### src/rtl/cpu_ctrl_seq.sv
// -----------------------------------------------------------------------------
// cpu_ctrl_seq
//   Multi-cycle control sequencer for the 8-bit CPU datapath. Steps every
//   instruction through FETCH / DECODE / EXEC / WB and produces the IR,
//   register-file and PC write enables. It also handles conditional branch
//   (BZ, opcode 6), halt (opcode 7) and a saturating retired-instruction
//   counter.
//
//   Optional feature macro: CPU_CTRL_STEP_EN
//     Defined   -> step_mode / step_req / step_ack implement a single-step
//                  handshake. Each instruction waits in IDLE for step_req.
//     Undefined -> step_mode and step_req are ignored and step_ack is 0.
//
// Ports
//   CLK        in   1      clock, rising edge
//   RST        in   1      asynchronous active-high reset
//   run        in   1      high allows execution, low parks the sequencer
//   inst       in   8      ROM output; opcode = inst[7:5], target = inst[4:0]
//   alu_zero   in   1      ALU zero output, latched in EXEC of ALU ops
//   step_mode  in   1      selects single-step operation
//   step_req   in   1      level request to run one instruction
//   ir_we      out  1      latch inst into the instruction register
//   reg_we     out  1      register-file write enable
//   pc_we      out  1      PC write enable
//   pc_sel     out  1      0: PC+1, 1: {3'b000, target}
//   target     out  5      branch target captured at DECODE
//   state      out  3      current state code
//   halted     out  1      high while in HALT
//   step_ack   out  1      one-cycle pulse after a retire in step mode
//   retired    out  CNT_W  saturating retired-instruction count
// -----------------------------------------------------------------------------
module cpu_ctrl_seq #(
  parameter int CNT_W = 16
) (
  input  logic             CLK,
  input  logic             RST,
  input  logic             run,
  input  logic [7:0]       inst,
  input  logic             alu_zero,
  input  logic             step_mode,
  input  logic             step_req,
  output logic             ir_we,
  output logic             reg_we,
  output logic             pc_we,
  output logic             pc_sel,
  output logic [4:0]       target,
  output logic [2:0]       state,
  output logic             halted,
  output logic             step_ack,
  output logic [CNT_W-1:0] retired
);

  typedef enum logic [2:0] {
    IDLE   = 3'd0,
    FETCH  = 3'd1,
    DECODE = 3'd2,
    EXEC   = 3'd3,
    WB     = 3'd4,
    HALT   = 3'd5
  } stateT;

  localparam logic [2:0] OP_BZ   = 3'd6;
  localparam logic [2:0] OP_HALT = 3'd7;

  stateT            state_q, state_d;
  logic [4:0]       target_q;
  logic [2:0]       opcode_q;
  logic             zeroFlag_q;
  logic [CNT_W-1:0] retired_q;
  logic             retire;
  logic             stepActive;
  logic             isBz;
  stateT            afterRetire;

  // Step mode only exists when the feature is compiled in; otherwise the
  // sequencer behaves as if step_mode were permanently low.
`ifdef CPU_CTRL_STEP_EN
  assign stepActive = step_mode;
`else
  logic unusedStepMode;
  assign unusedStepMode = step_mode;
  assign stepActive     = 1'b0;
`endif

  assign isBz = (opcode_q == OP_BZ);

  // After an instruction retires, run is sampled and step mode decides
  // whether we go straight into the next FETCH or park in IDLE.
  assign afterRetire = (stepActive || !run) ? IDLE : FETCH;

  // State register. Reset aborts any in-flight instruction at once, and
  // because every enable is a pure decode of state, all writes drop with it.
  always_ff @(posedge CLK or posedge RST) begin
    if (RST) begin
      state_q <= IDLE;
    end else begin
      state_q <= state_d;
    end
  end

  // Next-state logic. Run is only looked at in IDLE, HALT and on the retire
  // edge, so an instruction that has started always finishes. Unused codes
  // 6 and 7 fall back to IDLE.
  always_comb begin
    state_d = state_q;
    retire  = 1'b0;
    case (state_q)
      IDLE: begin
        if (run && (!stepActive || step_req)) begin
          state_d = FETCH;
        end
      end
      FETCH: begin
        state_d = DECODE;
      end
      DECODE: begin
        state_d = (inst[7:5] == OP_HALT) ? HALT : EXEC;
      end
      EXEC: begin
        if (isBz) begin
          retire  = 1'b1;
          state_d = afterRetire;
        end else begin
          state_d = WB;
        end
      end
      WB: begin
        retire  = 1'b1;
        state_d = afterRetire;
      end
      HALT: begin
        if (!run) begin
          state_d = IDLE;
        end
      end
      default: begin
        state_d = IDLE;
      end
    endcase
  end

  // Moore output decode. The only non-state term is pc_sel in a BZ EXEC,
  // which reads the registered zero flag left by earlier instructions.
  always_comb begin
    ir_we  = 1'b0;
    reg_we = 1'b0;
    pc_we  = 1'b0;
    pc_sel = 1'b0;
    halted = 1'b0;
    case (state_q)
      FETCH: begin
        ir_we = 1'b1;
      end
      EXEC: begin
        if (isBz) begin
          pc_we  = 1'b1;
          pc_sel = zeroFlag_q;
        end
      end
      WB: begin
        reg_we = 1'b1;
        pc_we  = 1'b1;
      end
      HALT: begin
        halted = 1'b1;
      end
      default: begin
        ir_we = 1'b0;
      end
    endcase
  end

  // Decode-time capture of the branch target and opcode, the ALU zero flag
  // latched in EXEC of ALU ops, and the saturating retire counter.
  always_ff @(posedge CLK or posedge RST) begin
    if (RST) begin
      target_q   <= 5'd0;
      opcode_q   <= 3'd0;
      zeroFlag_q <= 1'b0;
      retired_q  <= '0;
    end else begin
      if (state_q == DECODE) begin
        target_q <= inst[4:0];
        opcode_q <= inst[7:5];
      end
      if ((state_q == EXEC) && !isBz) begin
        zeroFlag_q <= alu_zero;
      end
      if (retire && (retired_q != {CNT_W{1'b1}})) begin
        retired_q <= retired_q + {{(CNT_W-1){1'b0}}, 1'b1};
      end
    end
  end

`ifdef CPU_CTRL_STEP_EN
  logic stepAck_q;

  // step_ack is high for the one cycle after a step-mode retire, which is
  // the first cycle spent back in IDLE.
  always_ff @(posedge CLK or posedge RST) begin
    if (RST) begin
      stepAck_q <= 1'b0;
    end else begin
      stepAck_q <= retire && stepActive;
    end
  end

  assign step_ack = stepAck_q;
`else
  assign step_ack = 1'b0;
`endif

  assign state   = state_q;
  assign target  = target_q;
  assign retired = retired_q;

endmodule

### config.mk
export PLATFORM = sky130hd
export DESIGN_NAME = cpu_ctrl_seq
export DESIGN_NICKNAME = d
export VERILOG_FILES = /design/src/rtl/cpu_ctrl_seq.sv
export SDC_FILE = /design/constraint.sdc
export NUM_CORES = 1
export LEC_CHECK = 0
export ABC_AREA = 1
export ABC_CLOCK_PERIOD_IN_PS = 1400
export CAP_MARGIN = 10
export CORE_ASPECT_RATIO = 1.1
export CORE_MARGIN = 2
export CORE_UTILIZATION = 35
export CTS_CLUSTER_SIZE = 30
export DETAILED_ROUTE_END_ITERATION = 8
export PLACE_DENSITY = 0.68
export SETUP_SLACK_MARGIN = 0.3
export SYNTH_ARGS = -nofsm -noshare
export SYNTH_HDL_FRONTEND = slang
export SYNTH_SLANG_ARGS = --single-unit
### constraint.sdc
create_clock -name CLK -period 1.4 [get_ports CLK]
set_input_delay 0.42 -clock CLK [delete_from_list [all_inputs] [get_ports CLK]]
set_output_delay 0.42 -clock CLK [all_outputs]
set_load 0.02 [all_outputs]
==> impl_metrics.toml <==
[run_status]
run_status = "complete, but fails checks"
violations = "setup timing"

[clock_tree]
cts-htree-levels = 1
cts_hold_buf = 0
clk_latency_ns = 0.28
cts.sinks = 28
cts_max_path_buffers = 2
cts_made_buffers = 3
cts_tree = "yes"
clock-root-buffer = "clkbuf_8"
clk_pin_slew_ns = 0.09

[worst_setup_path]
cp-end-kind = "output port"
start_kind = "flip-flop"
critPathTopFamily = "flip-flops"
r2r_setup_slack_ns = -0.24
crit_slowest_cell = "dfrtp_2"
cp.required_ns = 0.98
critical_path_arrival_ns = 1.24
cp_num_buf_inv = 3
cp_cell_sequence = "inv_2, nand2_4, nor2_4, nor2_4, inv_2, buf_6"
reg2reg_depth = 10
path_class = "reg -> out"
critPathMaxStageDelay_ns = 0.47
r2r-start = "state[1]$_DFFE_PP0P_"
path_max_fanout = 5
reg2reg_to = "retired[6]$_DFFE_PP0P_"

[floorplan]
dieWidth_um = 69.4
core-area_um2 = 4590
fp.dieH_um = 76.0
io_pins = 44
start_util = 0.360
rows = 26
die_area_um2 = 5280

[power_and_ir_drop]
p_per_area_nw_per_um2 = 1490
ir_worst_vdd_uv = 1010
power_leakage_uw = 0.00145

[run]
cap_violations = 0

[placed_design]
gp_congestion = 0.831
dp_hpwl_mm = 3.04
port-buffer-count = 40
pre_cts_ws_ns = -0.472

[sta]
fmax_mhz = 604
rsz0062_at_grt = "yes"
finalCritPeriodShare = 1.18
fin_ws_ns = -0.257
final-setup-viol-count = 24
period_minus_slack_ns = 1.66
timing.hold.ws_ns = 0.467
skew_ns = 0.00472
hold_violations = 0
final_max_slew_viol_count = 0

[route]
drtIter0Drc = 48
via_per_inst = 4.77
wl_mm = 4.79
wire_per_inst_um = 12.9
drtPass1Iterations = 5
final_antenna_net_count = 0
vias = 1775
drcViolationCount = 0

[min_path]
worstHoldPathType = "in -> async"

[global_route]
grt_use_total = 0.187
grt_pass1_vias = 1774
antenna_found_initial = 0
globalRouteOverflowTotal = 0
grt_pass1_wl_mm = 8.18
grt_max_degree = 29

[cells_and_area]
num_antenna_cells = 0
area_growth_pct = 80.9
final_core_util = 0.650
layout.nets = 332
drive_gt1_frac = 0.509

[synth]
synth_cell_types = 26
ys_warn_count = 0
ys_seq_area_frac = 0.425
syn_area_um2 = 1650
syn-num-nets = 228
synthCells = 213
ys_ff_latch = 28
syn_area_per_cell_um2 = 7.74
==> kinds of logic (layout without fill, tap and decap cells) <==
logic type               Yosys count  after routing  synth area share
AND/OR/NAND/NOR                  127            127             0.346
buffers and inverters             30            133            0.0865
flip-flops                        28             28             0.425
AO/OA/AOI/OAI                     15             15            0.0637
multiplexers                       7              7            0.0478
XOR/XNOR                           4              4            0.0212
adder cells (fa/ha/maj)            1              1           0.00759
other                              1              1           0.00227
==> worst max path at each step <==
stage,startpoint,end,slack (ns),cells past startpoint
final,state[1]$_DFFE_PP0P_,pc_we,-0.26,6
after global routing,state[1]$_DFFE_PP0P_,pc_we,-0.32,6
after CTS,state[2]$_DFFE_PP0P_,ir_we,-0.25,3
after detailed placement,opcode_q[0]$_DFFE_PP0P_,pc_we,-0.47,6
after global placement,opcode_q[0]$_DFFE_PP0P_,pc_we,-0.44,6
after floorplan,state[0]$_DFFE_PP0P_,retired[2]$_DFFE_PP0P_,-0.02,8
==> sequential cells by signal, summed over array words and instances (netlist names) <==
register / cells
retired: 16
target: 5
opcode_q: 3
state: 3
zeroFlag_q: 1
==> worst reg2reg max path, delay by kind of cell (launching register included) <==
family / cells / cell delay [ns]
compound gates: 1 / 0.05
flops: 1 / 0.47
buf+inv: 5 / 0.67
simple gates: 4 / 0.36
==> stage by stage <==
stage,TNS (ns),cells,cell area [um2],total power [uW]
final,-4.73,372,2980,4450
after global routing,-5.93,372,2980,4700
after CTS,-4.28,366,2850,4170
after detailed placement,-3.88,344,2460,3030
after global placement,-3.14,344,2460,2980
after floorplan,-0.358,213,1720,2260
==> cell usage in the layout (no fill, tap or decap), types with 2 or more instances in the layout <==
cell type and n:
nand3_4 3, a21oi_1 2, clkbuf_8 3, o21ai_2 6, buf_16 2, inv_1 17, clkinv_8 2, buf_12 3
nand2_4 7, nand3_1 9, dfrtp_2 6, xor2_1 4, buf_6 41, nand2_2 16, inv_2 8, nor2_4 8
o21ai_0 4, nand4_1 4, nor3_4 2, o211ai_1 2, buf_4 44, clkdlybuf4s50_1 11, nor2_1 18, mux2_4 6
dfrtp_1 22, nand2_1 58
==> repair_timing <==
| item | 4_1_cts | 5_1_grt |
|---|---|---|
| gates resized for setup | 213 | 18 |
| hold endpoints to repair | 0 | 0 |
| pin swaps | 8 | 5 |
| gates cloned | 3 | 1 |
| buffers inserted | 15 | 5 |
| endpoints found under the setup margin | 57 | 57 |
==> cell type report <==
| cell class | count | area [um2] |
|---|---|---|
| Sequential cell | 28 | 708 |
| Inverter | 26 | 110 |
| Tap cell | 56 | 70.1 |
| Fill cell | 389 | 1600 |
| Clock buffer | 4 | 45.0 |
| Timing Repair Buffer | 102 | 1040 |
| Timing Repair inverter | 1 | 16.3 |
| Multi-Input combinational cell | 155 | 991 |
==> power breakdown <==
group          switching [uW]  total (uW)  internal [uW]
sequential                210        1260           1050
clock                     250         454            204
combinational            1250        2740           1490
==> per-layer routing <==
metal | up-vias | wire length [um] | track usage
met5 | - | 0 | 0
met4 | 0 | 46 | 0.0549
met3 | 7 | 240 | 0.0251
met2 | 57 | 2490 | 0.324
met1 | 842 | 2010 | 0.242
li1 | 869 | - | -
==> cell usage after synthesis <==
cell,number,area share
nand2_2,6,0.023
nand3_1,11,0.033
nor3_1,3,0.0091
o21bai_1,1,0.0046
buf_2,1,0.0030
conb_1,1,0.0023
o21ai_0,4,0.012
clkinv_2,1,0.0030
inv_2,1,0.0023
buf_4,1,0.0046
inv_1,24,0.055
nand3_2,1,0.0061
o21ai_2,6,0.032
nand2_4,1,0.0068
mux2_2,7,0.048
dfrtp_1,28,0.42
nand4_1,4,0.015
nor2_4,5,0.034
o211ai_1,2,0.0091
nand2_1,74,0.17
ha_1,1,0.0076
buf_6,1,0.0068
xor2_1,4,0.021
buf_12,1,0.012
a21oi_1,2,0.0061
nor2_1,22,0.050
No activity file was read; power rests on OpenSTA's default activity.
